### src/rtl/fft_frame_sequencer_if.sv
// FFT core handshake and bin-stream bundle between the frame sequencer and the FFT core.
interface fft_frame_sequencer_if #(
  parameter int bit_width = 34
);
  logic                        en_FFT;
  logic                        finish_FFT;
  logic                        en_comp;
  logic                        done_all;
  logic signed [bit_width-1:0] Re_in;
  logic signed [bit_width-1:0] Im_in;

  modport master (
    output en_FFT,
    input  finish_FFT, en_comp, done_all, Re_in, Im_in
  );

  modport slave (
    input  en_FFT,
    output finish_FFT, en_comp, done_all, Re_in, Im_in
  );
endinterface

### src/rtl/fft_frame_sequencer.sv
// One FFT frame per start edge: pulses en_FFT, times the run in BCD, and tracks the
// peak-magnitude bin of the unloaded stream for the 7-segment display.
module fft_frame_sequencer #(
  parameter int bit_width = 34,
  parameter int N         = 32,
  parameter int SIZE      = 5,
  parameter int TIMEOUT   = 500000
) (
  input  logic                  clk,
  input  logic                  rst_n,
  input  logic                  start,
  fft_frame_sequencer_if.master fft,
  output logic                  busy,
  output logic                  result_valid,
  output logic                  done_pulse,
  output logic                  error,
  output logic [15:0]           time_bcd,
  output logic [15:0]           peak_bcd,
  output logic [SIZE-1:0]       peak_idx,
  output logic [16:0]           peak_mag
);
  localparam int TW = $clog2(TIMEOUT + 1);
  localparam int BW = $clog2(N + 1);

  typedef enum logic [2:0] {IDLE, START, RUN, UNLOAD, DONE, ERR} state_t;

  state_t          state;
  logic            start_d;
  logic            en_fft_q;
  logic [TW-1:0]   run_cnt;
  logic [BW-1:0]   bin_cnt;
  logic [15:0]     bin_bcd;

  logic            req;
  logic signed [7:0]  re8, im8;
  logic signed [15:0] re_sq, im_sq;
  logic [16:0]     mag;
  logic            last_bin;

  // Four-digit BCD increment that sticks at 9999 instead of wrapping.
  function automatic logic [15:0] bcd_inc(input logic [15:0] v);
    logic [15:0] r;
    logic        carry;
    r     = v;
    carry = 1'b1;
    if (v == 16'h9999) return v;
    for (int unsigned d = 0; d < 4; d++) begin
      if (carry) begin
        if (r[d*4 +: 4] == 4'd9) begin
          r[d*4 +: 4] = 4'd0;
        end else begin
          r[d*4 +: 4] = r[d*4 +: 4] + 4'd1;
          carry       = 1'b0;
        end
      end
    end
    return r;
  endfunction

  always_comb begin
    req      = start & ~start_d;
    re8      = fft.Re_in[bit_width-1 -: 8];
    im8      = fft.Im_in[bit_width-1 -: 8];
    re_sq    = re8 * re8;
    im_sq    = im8 * im8;
    mag      = {1'b0, re_sq} + {1'b0, im_sq};
    last_bin = fft.en_comp && (bin_cnt == BW'(N - 1));
  end

  assign fft.en_FFT = en_fft_q;
  assign busy       = (state != IDLE);

  always_ff @(posedge clk or negedge rst_n) begin
    if (!rst_n) begin
      state        <= IDLE;
      start_d      <= 1'b0;
      en_fft_q     <= 1'b0;
      run_cnt      <= '0;
      bin_cnt      <= '0;
      bin_bcd      <= '0;
      result_valid <= 1'b0;
      done_pulse   <= 1'b0;
      error        <= 1'b0;
      time_bcd     <= '0;
      peak_bcd     <= '0;
      peak_idx     <= '0;
      peak_mag     <= '0;
    end else begin
      start_d <= start;
      case (state)
        IDLE: begin
          // Frame state is cleared on entry so START already presents the cleared values.
          if (req) begin
            state        <= START;
            en_fft_q     <= 1'b1;
            run_cnt      <= '0;
            bin_cnt      <= '0;
            bin_bcd      <= '0;
            time_bcd     <= '0;
            peak_mag     <= '0;
            peak_idx     <= '0;
            peak_bcd     <= '0;
            error        <= 1'b0;
            result_valid <= 1'b0;
          end
        end
        START: begin
          en_fft_q <= 1'b0;
          state    <= RUN;
        end
        RUN: begin
          time_bcd <= bcd_inc(time_bcd);
          run_cnt  <= run_cnt + TW'(1);
          if (fft.finish_FFT) begin
            state <= UNLOAD;
          end else if (run_cnt == TW'(TIMEOUT - 1)) begin
            state <= ERR;
            error <= 1'b1;
          end
        end
        UNLOAD: begin
          if (fft.en_comp) begin
            if (bin_cnt == '0 || mag > peak_mag) begin
              peak_mag <= mag;
              peak_idx <= SIZE'(bin_cnt);
              peak_bcd <= bin_bcd;
            end
            bin_cnt <= bin_cnt + BW'(1);
            bin_bcd <= bcd_inc(bin_bcd);
          end
          if (fft.done_all || last_bin) begin
            state        <= DONE;
            done_pulse   <= 1'b1;
            result_valid <= 1'b1;
          end
        end
        DONE: begin
          done_pulse <= 1'b0;
          state      <= IDLE;
        end
        ERR: begin
          state <= IDLE;
        end
        default: begin
          state <= IDLE;
        end
      endcase
    end
  end
endmodule

### src/flat_wrapper.sv
// flat-port wrapper written by rule: the top's interface ports become plain ports
module fft_frame_sequencer_flat 
#(
  parameter int bit_width = 34,
  parameter int N         = 32,
  parameter int SIZE      = 5,
  parameter int TIMEOUT   = 500000
)
  (clk, rst_n, start, busy, result_valid, done_pulse, error, time_bcd, peak_bcd, peak_idx, peak_mag, fft_en_FFT, fft_finish_FFT, fft_en_comp, fft_done_all, fft_Re_in, fft_Im_in);
  fft_frame_sequencer_if #(.bit_width(bit_width)) fft_i ();
  input  logic clk;
  input  logic rst_n;
  input  logic start;
  output logic busy;
  output logic result_valid;
  output logic done_pulse;
  output logic error;
  output logic [15:0] time_bcd;
  output logic [15:0] peak_bcd;
  output logic [SIZE-1:0] peak_idx;
  output logic [16:0] peak_mag;
  output wire logic [$bits(fft_i.en_FFT)-1:0] fft_en_FFT;
  input wire logic [$bits(fft_i.finish_FFT)-1:0] fft_finish_FFT;
  input wire logic [$bits(fft_i.en_comp)-1:0] fft_en_comp;
  input wire logic [$bits(fft_i.done_all)-1:0] fft_done_all;
  input wire logic [$bits(fft_i.Re_in)-1:0] fft_Re_in;
  input wire logic [$bits(fft_i.Im_in)-1:0] fft_Im_in;
  assign fft_en_FFT = fft_i.en_FFT;
  assign fft_i.finish_FFT = fft_finish_FFT;
  assign fft_i.en_comp = fft_en_comp;
  assign fft_i.done_all = fft_done_all;
  assign fft_i.Re_in = fft_Re_in;
  assign fft_i.Im_in = fft_Im_in;
  fft_frame_sequencer #(.bit_width(bit_width), .N(N), .SIZE(SIZE), .TIMEOUT(TIMEOUT)) u_core (.clk(clk), .rst_n(rst_n), .start(start), .fft(fft_i), .busy(busy), .result_valid(result_valid), .done_pulse(done_pulse), .error(error), .time_bcd(time_bcd), .peak_bcd(peak_bcd), .peak_idx(peak_idx), .peak_mag(peak_mag));
endmodule
### config.mk
export PLATFORM = sky130hd
export DESIGN_NAME = fft_frame_sequencer_flat
export DESIGN_NICKNAME = d
export VERILOG_FILES = /design/src/rtl/fft_frame_sequencer_if.sv /design/src/rtl/fft_frame_sequencer.sv /design/src/flat_wrapper.sv
export SDC_FILE = /design/constraint.sdc
export NUM_CORES = 1
export LEC_CHECK = 0
export ABC_CLOCK_PERIOD_IN_PS = 2290
export CAP_MARGIN = 10
export CORE_UTILIZATION = 31
export DETAILED_ROUTE_END_ITERATION = 16
export GPL_TIMING_DRIVEN = 0
export HOLD_SLACK_MARGIN = 0.12
export SLEW_MARGIN = 30
export SYNTH_ARGS = -nofsm -noshare
export SYNTH_HDL_FRONTEND = slang
export SYNTH_SLANG_ARGS = --single-unit
### constraint.sdc
create_clock -name clk -period 2.29 [get_ports clk]
set_input_delay 0.229 -clock clk [delete_from_list [all_inputs] [get_ports clk]]
set_output_delay 0.229 -clock clk [all_outputs]
set_load 0.01 [all_outputs]
## After elaboration in Yosys (flattened, before gate mapping)

Index checks and enable logic that the tools add are counted.

- Flip-flop bits (word level): 103
- Input bits: 74
- Output and inout bits: 59
- Word-level logic and storage cells: 172

- Add/sub/neg operators: 11
- Multipliers: 2
- Order comparisons: 1
- Eq/ne operators: 31
- Muxes and demuxes: 80
- Bitwise operators: 2
- Reductions and logical operators: 26

Operators by type and width:

| operator | count |
|---|---|
| 16-bit two-way mux | 6 |
| 16-bit one-hot mux with 2 select lines | 3 |
| 4-bit two-way mux | 14 |
| 17-bit two-way mux | 3 |
| 19-bit one-hot mux with 2 select lines | 1 |
| 1-bit two-way mux | 35 |
| 17-bit one-hot mux with 2 select lines | 1 |
| 4-bit by 1-bit adder with 4-bit output (second input constant) | 8 |
| 16-bit == test (second input constant) | 2 |
| 4-bit == test (second input constant) | 8 |
| 8-bit by 8-bit multiplier with 16-bit output | 2 |
| 4-bit AND reduction | 6 |
| 19-bit by 1-bit adder with 19-bit output (second input constant) | 1 |
| 19-bit == test (second input constant) | 1 |
| 19-bit two-way mux | 1 |
| 3-bit by 1-bit != test with 1-bit output (second input constant) | 6 |
| 16-bit by 16-bit adder with 17-bit output | 1 |
| 17-bit greater-than comparator | 1 |
| 5-bit two-way mux | 3 |
| 5-bit AND reduction | 3 |
| 3-bit two-way mux | 4 |
| 6-bit two-way mux | 2 |
| 3-bit one-hot mux with 4 select lines | 1 |
| 6-bit one-hot mux with 2 select lines | 1 |
| other kinds (21) | 39 |

## Logic depth before layout (Yosys ltp)

Gate-level depths: netlist of run 1.

- Depth in word-level cells: 19
- Depth in mapped cells: 35
- Depth with buffers taken out: 33

## Worst setup path after synthesis of run 1

No wires, ideal clock.

- Path kind: input-to-reg
- Start: input fft_Re_in[32]
- End: register u_core.peak_mag[13]
- Library setup time: 0.121 ns
- Arrival: 6.873 ns
- Slack: -4.704 ns
- Stages: 33
- Buffers on the path: 3
- Cell sequence: clkbuf_1 inv_1 nor2_1 inv_1 fa_1 inv_1 fa_1 fa_1 inv_1 fa_1 inv_1 ha_1 nor3_1 o211ai_1 a31oi_1 nor2b_1 o21a_1 o41a_1 xnor2_1 ha_1 inv_1 nand2_1 a2111o_1 o311ai_1 ha_1 a21o_1 a211o_1 nor3_1 a21oi_1 and3_4 buf_6 buf_6 a22o_1

- Cells in the longest elaborated chain, start to end: 6

RTL lines:

| element | RTL line | RTL |
|---|---|---|
| from (decl) | flat_wrapper.sv:26 | `input wire logic [$bits(fft_i.Re_in)-1:0] fft_Re_in;` |
| 8-bit by 8-bit multiplier with 16-bit output (*) | fft_frame_sequencer.sv:64 | `re_sq = re8 * re8;` |
| 16-bit by 16-bit adder with 17-bit output (*) | fft_frame_sequencer.sv:66 | `mag = {1'b0, re_sq} + {1'b0, im_sq};` |
| 17-bit greater-than comparator | fft_frame_sequencer.sv:123 | `if (bin_cnt == '0 \|\| mag > peak_mag) begin` |
| 1-bit logical OR | fft_frame_sequencer.sv:123 |  |
| 2-bit by 1-bit != test with 1-bit output (no source line) | - |  |
| 4-bit AND reduction (no source line) | - |  |
| to (signal assigned) | fft_frame_sequencer.sv:124 | `peak_mag <= mag;` |
| to (decl) | fft_frame_sequencer.sv:20 | `output logic [16:0] peak_mag` |

Every way passes the cells marked *; elsewhere a longest branch is shown, timed or not. The select of a mux whose other input is x is not followed.
A chain may end at the register's enable or synchronous reset.

## Worst setup path after layout of run 1

- Start: input fft_Re_in[33]
- End: register u_core.peak_bcd[5]

- Cells in the longest elaborated chain, start to end: 6

RTL lines:

| element | RTL line | RTL |
|---|---|---|
| 8-bit by 8-bit multiplier with 16-bit output | fft_frame_sequencer.sv:64 |  |
| 16-bit by 16-bit adder with 17-bit output | fft_frame_sequencer.sv:66 |  |
| 17-bit greater-than comparator | fft_frame_sequencer.sv:123 |  |
| 1-bit logical OR | fft_frame_sequencer.sv:123 |  |
| 2-bit by 1-bit != test with 1-bit output (no source line) | - |  |
| 4-bit AND reduction (no source line) | - |  |
| to (signal assigned) | fft_frame_sequencer.sv:126 | `peak_bcd <= bin_bcd;` |
| to (decl) | fft_frame_sequencer.sv:18 | `output logic [15:0] peak_bcd,` |

No other way between the ends.

==> results of run 1 <==
[logic make-up (layout without fill, tap and decap cells)]
family | after synthesis | count (layout)
compound gates | 203 | 203
fa+ha+maj | 191 | 191
xor+xnor | 69 | 69
flops | 103 | 103
simple gates | 312 | 312
mux | 6 | 6
buf+inv | 210 | 365
[metal layers]
metal  vias up  GRT usage [%]  wire [um]
li1       3974              -          -
met1      4016           19.6      11000
met2       133           25.3      11500
met3        21           1.42        570
met4         0           3.33        216
met5         -              0          0
[final cells by class]
cell class | count | area, um2 | area share (%)
buffer | 27 | 264 | 2.02
clock buffer | 9 | 225 | 1.73
clock inverter | 7 | 92.6 | 0.710
inverter | 183 | 692 | 5.31
multi-input combinational | 781 | 7310 | 56.0
sequential | 103 | 2580 | 19.8
tap | 435 | 544 | 4.17
timing repair buffer | 139 | 1340 | 10.2
[cell usage in the layout (no fill, tap or decap), types with 44 or more instances in the layout]
| master | netlist | layout |
|---|---|---|
| o21ai_0 | 51 | 51 |
| nor2_1 | 76 | 70 |
| fa_1 | 84 | 80 |
| inv_1 | 183 | 162 |
| nand2_1 | 71 | 58 |
| dfrtp_1 | 103 | 103 |
| buf_4 | 0 | 51 |
| xnor2_1 | 48 | 44 |
| ha_1 | 107 | 87 |
| clkdlybuf4s50_1 | 0 | 63 |
[what timing repair did]
action / 4_1_cts / 5_1_grt
pin swaps: 71 / 38
buffers inserted: 44 / 14
endpoints found under the hold margin: 58 / 0
hold buffers: 1 / 0
gates resized for setup: 149 / 40
gates cloned: 1 / 1
endpoints found under the setup margin: 47 / 66
[worst max-delay path: cells and delay by family]
| family | cells | cell delay (ns) |
|---|---|---|
| adders and majority gates | 7 | 2.87 |
| and+or+nand+nor | 5 | 0.58 |
| xor gates and xnor gates | 1 | 0.19 |
| AOI/OAI and AO/OA | 9 | 1.92 |
| buffers and inverters | 9 | 1.00 |
[worst max path at each step]
| stage | from | endpoint | slack [ns] | depth (start not counted) |
|---|---|---|---|---|
| detailed placement | fft_Re_in[29] | u_core.peak_bcd[5] | -5.67 | 34 |
| finish | fft_Re_in[33] | u_core.peak_bcd[5] | -4.28 | 31 |
| floorplan | fft_Re_in[32] | u_core.peak_bcd[0] | -4.06 | 33 |
| global route | fft_Re_in[28] | u_core.peak_bcd[0] | -4.53 | 33 |
| global placement | fft_Re_in[29] | u_core.peak_mag[13] | -5.61 | 34 |
| CTS | fft_Re_in[28] | u_core.peak_bcd[6] | -4.29 | 34 |
[sequential cells by signal (all words and copies together) (netlist names)]
name                 flops
u_core.run_cnt          19
u_core.peak_mag         17
u_core.bin_bcd          16
u_core.peak_bcd         16
u_core.time_bcd         16
u_core.bin_cnt           6
u_core.peak_idx          5
u_core.state             3
u_core.done_pulse        1
u_core.error             1
u_core.fft.en_FFT        1
u_core.result_valid      1
u_core.start_d           1
[through the flow]
stage / area [um2] / std cells
final: 13000 / 1684
after global routing: 13000 / 1684
after CTS: 12800 / 1670
after detailed placement: 11800 / 1608
after global placement: 11700 / 1607
after floorplan: 10400 / 1094
==> metrics.md, run 1 <==
| Metric | Value |
|---|---|
| Crit-path slowest cell | `fa_1` |
| Fillers | `3105` |
| # diodes | `0` |
| Syn Area/Cell | `9.25 um2` |
| Skew final | `0.0129 ns` |
| Ports | `133` |
| Rel. slew slack | `53.0%` |
| Synth async-reset ratio | `100%` |
| Die Area | `33400 um2` |
| Die X | `183 um` |
| Wirelength per Cell | `13.9 um` |
| Mapped cell area | `10100 um2` |
| Final WS setup | `-4.28 ns` |
| DR pass1 iterations | `5` |
| Most frequent cell after synthesis | `inv_1` |
| Root buffer cell | `clkbuf_16` |
| Vias post-DR | `8144` |
| Worst r2r dst | `u_core.peak_bcd[5]` |
| Max Fclk | `152 MHz` |
| Final nets | `1509` |
| Routability Congestion | `0.801` |
| Total congestion overflow | `0` |
| Antenna Nets Post-Route | `0` |
| Area grow syn2layout | `28.9%` |
| Worst Path Arrival | `6.81 ns` |
| Failing checks | `setup timing` |
| Hold Path Class | `input port to flip-flop` |
| Clock insertion delay at the later pin of the skew report | `0.35 ns` |
| DP HPWL | `17900 um` |
| Core footprint | `31800 um2` |
| Max Cap Violations | `0` |
| Mux contribution to synthesized area | `0.655%` |
| Outcome | `complete, but fails checks` |
| TNS Setup | `-161.27 ns` |
| Vias per cell | `4.84` |
| Ys Warns | `0` |
| Fin crit share | `287%` |
| Worst Hold Launch | `fft_Im_in[26]` |
| Synth top area share | `25.5%` |
| Initial antenna violation count | `0` |
| Worst Hold End | `u_core.peak_mag[0]` |
| Simple-Gate Fraction of Synth Area | `15.8%` |
| CP Class | `input port to flip-flop` |
| Critical Path RT | `2.53 ns` |
| Pins Over Slew Limit | `0` |
| Largest family of logic cells by synthesized area | `adder cells` |
| Crit end category | `flip-flop` |
| GR Util All Layers | `14.6%` |
| Reg2reg path depth | `10` |
| Cts bufs inserted | `9` |
| Post-Synth XOR/XNOR Area | `5.97%` |
| Core Util, Final | `41.0%` |
| Max Root-Sink Buffers | `2` |
| Post-Synth Adder-Cell Area | `29.9%` |
| Initial DRC Count | `391` |
| Cell variety after synth | `63` |
| Dominant synthesized flop cell | `dfrtp_1` |
| Vias in the first global route | `8153` |
| Starting Density | `31.8%` |
| CP Max Fanout | `8` |
| Clk slew on worst S/H paths | `0.07 ns` |
| Global-route wire length before repair | `39800 um` |
| Most Frequent Cell on Critical Path | `fa_1` |
| Final Hold Violating Endpoints | `0` |
| Setup violators final | `38` |
| Worst Tran Pin Value | `0.700 ns` |
| Reg2Reg Setup Slack | `-0.07 ns` |
| Worst r2r src | `u_core.peak_mag[10]` |
| Sequential fraction of the synthesis area | `25.5%` |
| Hold slack | `0.304 ns` |
| Largest net degree at the start of global routing | `60` |
| Die Ht | `183 um` |
| Clock Sink Count | `103` |
| Top cells by instance count after synthesis | `inv_1 (183), ha_1 (107), dfrtp_1 (103)` |
| Synth Area in Compound Gates | `14.1%` |
| Post-Syn Instances | `1094` |
| Syn_nets | `1359` |
| CP max stage delay | `0.54 ns` |
| DRC | `0` |
| Hold Path Stages | `3` |
| Area leader, netlist | `dfrtp_1` |
| RSZ-0062 raised after global routing | `yes` |
| DRT Wirelength | `23300 um` |
| IO buf count | `78` |
| CTS H-Tree Depth | `3` |
| Ratio of cells with drive above 1 in the final layout | `19.5%` |
| Site row count | `65` |
| Synth top area cells | `dfrtp_1 (25%), fa_1 (17%), ha_1 (13%)` |
| CTS tree | `yes` |
| Yosys reg bits | `103` |
| CP Launch Type | `input port` |
| Dpl ws | `-5.67 ns` |
| Post-synth EDFFs | `0` |
| Tmin final | `6.57 ns` |
Power of run 1 is left out: the tool's default activity adds up to more than one toggle a clock period on the data nets, which glitch-free logic cannot reach.
==> inputs of run 2 (changes only) <==
--- a/config.mk
+++ b/config.mk
@@ -5,7 +5,7 @@
 export SDC_FILE = /design/constraint.sdc
 export NUM_CORES = 1
 export LEC_CHECK = 0
-export ABC_CLOCK_PERIOD_IN_PS = 2290
+export ABC_CLOCK_PERIOD_IN_PS = 5600
 export CAP_MARGIN = 10
 export CORE_UTILIZATION = 31
 export DETAILED_ROUTE_END_ITERATION = 16
==> constraint.sdc (replaced) <==
create_clock -name clk -period 5.6 [get_ports clk]
set_input_delay 0.56 -clock clk [delete_from_list [all_inputs] [get_ports clk]]
set_output_delay 0.56 -clock clk [all_outputs]
set_load 0.01 [all_outputs]
==> run 2 against run 1 <==
Effect of this change: the flow still finishes with violations (setup timing); count of clock-buffer cells in the layout is the same; non-clock buffer count fell by 7; cell area shrank 0.68%; global-route usage is essentially flat; die area unchanged; first-iteration DRC count rose by 8.4%; critical path type unchanged.
==> metrics.md, run 2 (synthesis results as in run 1) <==
| Metric | Value |
|---|---|
| Pins Over Slew Limit | `0` |
| Worst Path Arrival | `7.14 ns` |
| Routability Congestion | `0.801` |
| Crit path launch | `fft_Re_in[33]` |
| CP Launch Type | `input port` |
| GRT Max-Usage Layer | `met2` |
| Initial antenna violation count | `0` |
| Clock insertion delay at the later pin of the skew report | `0.35 ns` |
| CP Class | `input port to flip-flop` |
| Largest net degree at the start of global routing | `60` |
| Outcome | `complete, but fails checks` |
| Clock Sink Count | `103` |
| Worst Tran Pin Value | `0.628 ns` |
| Buf/Inv on CP | `9` |
| # diodes | `0` |
| Top reg by flops | `u_core.run_cnt` |
| Vias in the first global route | `8143` |
| Max Cap Violations | `0` |
| Fin crit share | `123%` |
| Most Frequent Cell on Critical Path | `fa_1` |
| Root buffer cell | `clkbuf_16` |
| Crit-path leading delay family | `adder cells` |
| Final WS setup | `-1.30 ns` |
| Total congestion overflow | `0` |
| DP HPWL | `17900 um` |
| Die X | `183 um` |
| Global-route wire length before repair | `39800 um` |
| Starting Density | `31.8%` |
| Max Fclk | `145 MHz` |
| Vias post-DR | `8107` |
| Most common cell after layout, fill and taps aside | `inv_1` |
| Core footprint | `31800 um2` |
| DRC | `0` |
| Wirelength per Cell | `13.9 um` |
| Rel. slew slack | `58.1%` |
| Worst r2r src | `u_core.time_bcd[1]` |
| Antenna Nets Post-Route | `0` |
| Die Area | `33400 um2` |
| TNS Setup | `-48.07 ns` |
| DR pass1 iterations | `5` |
| CTS tree | `yes` |
| Top Registers | `u_core.run_cnt (19), u_core.peak_mag (17)` |
| Failing checks | `setup timing` |
| RSZ-0062 raised after global routing | `yes` |
| Final nets | `1502` |
| Cts bufs inserted | `9` |
| Crit end category | `flip-flop` |
| Max Root-Sink Buffers | `2` |
| Setup violators final | `38` |
| Hold Path Class | `input port to asynchronous set/reset pin` |
| Met2 GRT Util | `25.4%` |
| Tmin final | `6.90 ns` |
| Area grow syn2layout | `28.0%` |
| GR Util All Layers | `14.6%` |
| Critical Path RT | `5.84 ns` |
| Commonest non-fill, non-tap cells in the layout | `inv_1 (162), dfrtp_1 (103), ha_1 (87)` |
| Initial DRC Count | `424` |
| Ratio of cells with drive above 1 in the final layout | `18.4%` |
| CP max stage delay | `0.54 ns` |
| Skew final | `0.0111 ns` |
| DRT Wirelength | `23200 um` |
| Crit-path slowest cell | `fa_1` |
| Met3 Use GR | `1.40%` |
| IO buf count | `78` |
| GR Layer Usage met1 | `19.6%` |
| Clk slew on worst S/H paths | `0.07 ns` |
| Ports | `133` |
| CP Max Fanout | `8` |
| Vias per cell | `4.83` |
| Site row count | `65` |
| Die Ht | `183 um` |
| CTS H-Tree Depth | `3` |
| Max reg flops | `19` |
| Final Hold Violating Endpoints | `0` |
run 2: metal layers:
layer / vias up / share of wire (%)
li1: 3959 / -
met1: 4000 / 47
met5: - / 0
met2: 132 / 50
met4: 0 / 0.79
met3: 16 / 2.6
run 2: layout make-up:
type / instances / area, um2
Buffer: 27 / 260
Clock buffer: 9 / 225
Clock inverter: 7 / 92.6
Fill cell: 3110 / 18800
Inverter: 183 / 692
Multi-Input combinational cell: 781 / 7280
Sequential cell: 103 / 2580
Tap cell: 435 / 544
Timing Repair Buffer: 132 / 1280
run 2: worst paths after layout:
| kind | slack (ns) | depth (start not counted) | endpoint |
|---|---|---|---|
| setup / recovery | -1.30 | 31 | u_core.peak_bcd[5] |
| hold / removal | 0.18 | 1 | u_core.run_cnt[7] |
| setup reg to reg | 3.20 | 9 | u_core.time_bcd[15] |
| hold reg to reg | 0.50 | 1 | u_core.peak_bcd[4] |
| max in group asynchronous | 4.79 | 2 | u_core.peak_mag[16] |
| min in group clk | 0.50 | 1 | u_core.peak_bcd[4] |
run 2: worst reg2reg max path, cell delays in order, from the launching register on:
cell and delay (ns):
dfrtp_1 0.41, inv_1 0.08, ha_1 0.14, nand3b_1 0.11, nor2_1 0.20, o21ai_0 0.14, a21oi_1 0.44, nand2_1 0.24
or3_1 0.40, a21oi_1 0.15
run 2: per-stage QoR:
stage	area [um2]	setup WS (ns)	utilization, %	std cells	hold slack, ns
after floorplan	10400	-1.08	-	1094	0.264
after global placement	11700	-2.63	36.9	1607	0.477
after detailed placement	11800	-2.69	37.0	1608	0.488
after CTS	12700	-1.31	40.0	1667	0.193
after global routing	13000	-1.55	40.7	1677	0.222
final	13000	-1.30	40.7	1677	0.184
run 2: repair_timing:
| item | CTS | global route |
|---|---|---|
| endpoints found under the setup margin | 38 | 38 |
| hold buffers | 0 | 0 |
| resized for setup | 145 | 33 |
| pin swaps | 70 | 35 |
| buffers inserted | 42 | 10 |
| gates cloned | 1 | 1 |
Power of run 2 is left out for the same reason.
